$ cat config.mk
export PLATFORM = sky130hd
export DESIGN_NAME = hdmi_palette_sync
export DESIGN_NICKNAME = d
export VERILOG_FILES = /design/src/rtl/hdmi_palette_sync.sv
export SDC_FILE = /design/constraint.sdc
export NUM_CORES = 2
export LEC_CHECK = 0
export CORE_MARGIN = 2
export CORE_UTILIZATION = 63
export DETAILED_ROUTE_END_ITERATION = 6
export HOLD_SLACK_MARGIN = 0.12
export PLACE_DENSITY = 0.8
export SLEW_MARGIN = 15
export SYNTH_ARGS = -nofsm -noshare
export SYNTH_HDL_FRONTEND = slang
export SYNTH_SLANG_ARGS = --single-unit
$ cat constraint.sdc
create_clock -name clk_h -period 4.8 [get_ports clk_h]
set_input_delay 0.96 -clock clk_h [delete_from_list [all_inputs] [get_ports clk_h]]
set_output_delay 0.96 -clock clk_h [all_outputs]
set_load 0.005 [all_outputs]
$ cat src/rtl/hdmi_palette_sync.sv
// HDMI back end: NES palette lookup, colour emphasis, border fill and sync
// generation, with every output two clk_h cycles after its hx/hy sample.
module hdmi_palette_sync #(
    parameter int          H_ACTIVE     = 720,
    parameter int          V_ACTIVE     = 480,
    parameter int          H_SYNC_START = 736,
    parameter int          H_SYNC_LEN   = 62,
    parameter int          V_SYNC_START = 489,
    parameter int          V_SYNC_LEN   = 6,
    parameter logic        SYNC_POL     = 1'b0,
    parameter logic [23:0] BORDER_RGB   = 24'h000000,
    parameter int          PIXEL_DEPTH  = 6
) (
    input  logic                   clk_h,
    input  logic                   rst_h_n,
    input  logic [9:0]             hx,
    input  logic [9:0]             hy,
    input  logic [PIXEL_DEPTH-1:0] pixel_h,
    input  logic                   nes_on,
    input  logic [2:0]             emph,
    input  logic                   pal_wr_en,
    input  logic [PIXEL_DEPTH-1:0] pal_wr_addr,
    input  logic [23:0]            pal_wr_data,
    output logic [23:0]            rgb,
    output logic                   hsync,
    output logic                   vsync,
    output logic                   de
);

    localparam int NPAL = 1 << PIXEL_DEPTH;

    localparam logic [9:0] HA  = 10'(H_ACTIVE);
    localparam logic [9:0] VA  = 10'(V_ACTIVE);
    localparam logic [9:0] HS0 = 10'(H_SYNC_START);
    localparam logic [9:0] HS1 = 10'(H_SYNC_START + H_SYNC_LEN);
    localparam logic [9:0] VS0 = 10'(V_SYNC_START);
    localparam logic [9:0] VS1 = 10'(V_SYNC_START + V_SYNC_LEN);

    localparam logic [23:0] PAL_DEF [0:63] = '{
        24'h666666, 24'h002A88, 24'h1412A7, 24'h3B00A4,
        24'h5C007E, 24'h6E0040, 24'h6C0600, 24'h561D00,
        24'h333500, 24'h0B4800, 24'h005200, 24'h004F08,
        24'h00404D, 24'h000000, 24'h000000, 24'h000000,
        24'hADADAD, 24'h155FD9, 24'h4240FF, 24'h7527FE,
        24'hA01ACC, 24'hB71E7B, 24'hB53120, 24'h994E00,
        24'h6B6D00, 24'h388700, 24'h0C9300, 24'h008F32,
        24'h007C8D, 24'h000000, 24'h000000, 24'h000000,
        24'hFFFEFF, 24'h64B0FF, 24'h9290FF, 24'hC676FF,
        24'hF36AFF, 24'hFE6ECC, 24'hFE8170, 24'hEA9E22,
        24'hBCBE00, 24'h88D800, 24'h5CE430, 24'h45E082,
        24'h48CDDE, 24'h4F4F4F, 24'h000000, 24'h000000,
        24'hFFFEFF, 24'hC0DFFF, 24'hD3D2FF, 24'hE8C8FF,
        24'hFBC2FF, 24'hFEC4EA, 24'hFECCC5, 24'hF7D8A5,
        24'hE4E594, 24'hCFEF96, 24'hBDF4AB, 24'hB3F3CC,
        24'hB5EBF2, 24'hB8B8B8, 24'h000000, 24'h000000
    };

    typedef struct packed {
        logic        de;
        logic        hs;
        logic        vs;
        logic        nes;
        logic [2:0]  emph;
        logic [23:0] pal;
    } s1_t;

    logic [23:0] pal [0:NPAL-1];
    s1_t         s1;
    logic [23:0] emph_rgb;

    function automatic logic [7:0] dim(input logic [7:0] c);
        return c - {2'b00, c[7:2]};
    endfunction

    // Palette flops: reset reloads the default table, writes land at the edge
    always_ff @(posedge clk_h) begin
        if (!rst_h_n) begin
            for (int i = 0; i < NPAL; i++) begin
                pal[i] <= PAL_DEF[i];
            end
        end else if (pal_wr_en) begin
            pal[pal_wr_addr] <= pal_wr_data;
        end
    end

    always_ff @(posedge clk_h) begin
        if (!rst_h_n) begin
            s1 <= '0;
        end else begin
            s1.de   <= (hx < HA) && (hy < VA);
            s1.hs   <= (hx >= HS0) && (hx < HS1);
            s1.vs   <= (hy >= VS0) && (hy < VS1);
            s1.nes  <= nes_on;
            s1.emph <= emph;
            s1.pal  <= pal[pixel_h];
        end
    end

    // Channels whose emphasis bit is clear are dimmed to 3/4
    always_comb begin
        emph_rgb = s1.pal;
        if (s1.emph != 3'b000) begin
            emph_rgb[23:16] = s1.emph[0] ? s1.pal[23:16] : dim(s1.pal[23:16]);
            emph_rgb[15:8]  = s1.emph[1] ? s1.pal[15:8]  : dim(s1.pal[15:8]);
            emph_rgb[7:0]   = s1.emph[2] ? s1.pal[7:0]   : dim(s1.pal[7:0]);
        end
    end

    always_ff @(posedge clk_h) begin
        if (!rst_h_n) begin
            rgb   <= '0;
            de    <= 1'b0;
            hsync <= ~SYNC_POL;
            vsync <= ~SYNC_POL;
        end else begin
            rgb   <= !s1.de ? 24'h0 : !s1.nes ? BORDER_RGB : emph_rgb;
            de    <= s1.de;
            hsync <= s1.hs ? SYNC_POL : ~SYNC_POL;
            vsync <= s1.vs ? SYNC_POL : ~SYNC_POL;
        end
    end

endmodule
==> impl_metrics.json <==
{
  "clockRootBuffer": "clkbuf_16",
  "synth_edf_count": 1536,
  "cts_tree": "done",
  "synth_cell_type_count": 57,
  "final-seq-area_um2": 47300,
  "whs_endpoint": "hsync$_SDFF_PN1_",
  "p_clk_share_pct": 38.5,
  "end_kind": "flop",
  "whs_path_depth": 1,
  "fin_crit_sh_pct": 72.9,
  "ys_warn_count": 0,
  "cp.required_ps": 5430,
  "cp.arrival_ps": 4130,
  "hold_class": "reg2reg",
  "grt_pass1_wl_um": 300000,
  "setup_tns_ps": 0,
  "async_flop_share_pct": 0,
  "cts_max_path_buffers": 3,
  "pin_count": 90,
  "clk_latency_ps": 780,
  "path_class": "in2reg",
  "die-area_um2": 118000,
  "mostFrequentLayoutCells": "1536 x edfxtp_1, 781 x and2_1, 542 x or3_1",
  "post-route-drc-count": 3,
  "syn-cell-area_um2": 72500,
  "ys_seq_area_share_pct": 65.2,
  "reg2reg_from": "pal[3][10]$_SDFFCE_PN0P_",
  "die_w_um": 343,
  "multiInputGateArea_um2": 23000,
  "die_h_um": 343,
  "portBuffers": 88,
  "antenna_found_initial": 11,
  "path_max_fanout": 52,
  "clock-sinks": 1594,
  "viasPerCell": 6.99,
  "place_area_um2": 75700,
  "switchingPower_mw": 7.18,
  "post_cts_resized": 0,
  "fmax_mhz": 286,
  "syn_avg_cell_area_um2": 15.1,
  "final_nets": 4864,
  "ys_seq_elements": 1594,
  "drv_slew": 0,
  "drt_iter0_drc": 7766,
  "area_growth_pct": 11.1,
  "reg2reg_depth": 5,
  "htreeDepth": 4,
  "grt_max_degree": 129,
  "hold_viol": 0,
  "status": "finished with violations",
  "finalCriticalPeriod_ps": 3500,
  "rsz0062_at_grt": "no",
  "p_leak_nw": 27.1,
  "synth_nets": 4880,
  "routed_wl_um": 209000,
  "gp_congestion": 0.963,
  "combinationalPowerShare_pct": 9.0,
  "power_frac_seq_pct": 52.5,
  "ys.flop_type": "edfxtp_1",
  "synthCells": 4796,
  "finClkSkew_ps": 33.0,
  "layout_commonest_cell": "edfxtp_1",
  "post_cts_buffers": 0,
  "row_count": 124,
  "violations": "DRC",
  "dr_total_vias": 44822,
  "final_antenna_net_count": 0,
  "startpoint_type": "input pin",
  "netSwitchingFraction_pct": 23.3,
  "cellPowerDensity_nw_per_um2": 382,
  "maxCapViolCount": 0,
  "p_int_mw": 23.6,
  "tightest_slew_ps": 1230,
  "setup_viol": 0,
  "track_usage_pct": 35.8,
  "vdd_drop_max_v": 0.000388,
  "timing.rr.end": "s1[10]$_SDFF_PN0_",
  "start_util_pct": 63.5,
  "drive_gt1_share_pct": 22.1,
  "cts_made_buffers": 153,
  "dp.final_hpwl_um": 131000,
  "post_drt_wl_per_cell_um": 32.6,
  "reg2reg_setup_slack_ps": 2180,
  "clk_pin_slew_ps": 60,
  "max-slew-margin-rel_pct": 18.1,
  "hold_start": "s1[29]$_SDFF_PN0_",
  "grt_pass1_vias": 43620,
  "drt_pass1_iterations": 7,
  "design.core.area_um2": 114000,
  "grt.overflow.total": 0,
  "final_area_um2": 80600,
  "hold_buffers": 0,
  "nFillCells": 6941
}
[registers in the layout, indices dropped and copies added (netlist names)]
| register | cells |
|---|---|
| s1 | 31 |
| pal | 1536 |
| vsync | 1 |
| rgb | 24 |
| de | 1 |
| hsync | 1 |
[routing by layer]
metal,GRT usage (%),vias to the layer above,share of wire [%]
met4,16.7,6,5.2
met1,48.8,22342,33
li1,-,18134,-
met2,53.2,3756,45
met5,0.160,-,0.019
met3,11.6,584,16
[power groups by stage]
stage | combinational [mW] | sequential (mW) | clock [mW]
final | 2.78 | 16.2 | 11.9
after global routing | 2.84 | 16.2 | 12.3
after CTS | 2.69 | 16.2 | 11.9
after detailed placement | 2.67 | 16.4 | 0
after global placement | 2.64 | 16.4 | 0
after floorplan | 1.59 | 16.4 | 0
[stage by stage]
stage | util (%) | hold WS [ps] | setup WS (ps) | total power [mW] | cells
5_1_grt | 70.5 | 385 | 1350 | 31.4 | 6410
4_1_cts | 70.5 | 374 | 1520 | 30.7 | 6410
3_5_place_dp | 66.3 | 361 | 703 | 19.1 | 6137
3_3_place_gp | 66.3 | 356 | 789 | 19.0 | 6137
6_report | 70.5 | 372 | 1300 | 30.8 | 6411
2_1_floorplan | - | 352 | 552 | 18.0 | 4796
[area by class of cell]
cell class              instances  share of cell area, %
clock buffers                 192                   5.21
repair buffers                369                   4.18
diodes                          1                0.00311
multi-input cells            2636                   28.6
flip-flops and latches       1594                   58.7
inverters                      26                  0.121
clock inverters                81                  0.842
well taps                    1512                   2.35
[cell families (layout without fill, tap and decap cells)]
logic type,Yosys count,in the layout,synth area share [%]
xor gates and xnor gates,12,12,0.145
muxes,460,460,13.0
AOI/OAI and AO/OA,318,318,2.89
buffers and inverters,566,668,3.43
adders and majority gates,21,21,0.393
DFF,1594,1594,65.2
and+or+nand+nor,1825,1825,15.0
other,0,1,0
[worst max-delay path, cell delays in order]
cell and delay (ps):
clkdlybuf4s50_1 1010, buf_4 300, nand3_2 470, buf_12 420, nor2_1 410, buf_4 340
and2_1 180
[worst max path at each step]
stage | start | end | depth (start not counted)
2_1_floorplan | pal_wr_addr[5] | pal[12][0]$_SDFFCE_PN1P_ | 6
5_1_grt | pal_wr_addr[2] | pal[46][10]$_SDFFCE_PN0P_ | 6
6_report | pal_wr_addr[4] | pal[62][14]$_SDFFCE_PN0P_ | 7
3_3_place_gp | pal_wr_addr[4] | pal[61][10]$_SDFFCE_PN0P_ | 6
3_5_place_dp | pal_wr_addr[4] | pal[61][6]$_SDFFCE_PN0P_ | 6
4_1_cts | pal_wr_addr[4] | pal[62][14]$_SDFFCE_PN0P_ | 7
[cells in the mapped netlist (7+ instances only)]
| master | instances | share of area [%] |
|---|---|---|
| inv_1 | 25 | 0.13 |
| a21oi_1 | 27 | 0.19 |
| ha_1 | 18 | 0.31 |
| mux4_2 | 380 | 12 |
| o22a_1 | 7 | 0.085 |
| clkbuf_1 | 413 | 2.1 |
| or3_1 | 543 | 4.7 |
| a21o_1 | 13 | 0.13 |
| and2_1 | 782 | 6.7 |
| o22ai_1 | 47 | 0.41 |
| and3_1 | 85 | 0.73 |
| mux2_2 | 10 | 0.16 |
| buf_6 | 14 | 0.22 |
| o21ai_0 | 82 | 0.57 |
| nor3_1 | 59 | 0.41 |
| nand2_1 | 91 | 0.47 |
| nand3_1 | 8 | 0.055 |
| mux2i_1 | 68 | 0.94 |
| nand2b_1 | 11 | 0.095 |
| nand3b_1 | 7 | 0.072 |
| a211oi_1 | 28 | 0.29 |
| a22oi_1 | 24 | 0.25 |
| buf_4 | 33 | 0.34 |
| buf_2 | 50 | 0.35 |
| edfxtp_1 | 1536 | 64 |
| dfxtp_1 | 58 | 1.6 |
| buf_1 | 25 | 0.13 |
| o221ai_1 | 34 | 0.41 |
| or2_2 | 89 | 0.77 |
| o21ai_1 | 13 | 0.090 |
| nor2_1 | 114 | 0.59 |
| nor2b_1 | 20 | 0.17 |
| o31ai_1 | 21 | 0.22 |
Power figures use the tool's default switching activity.
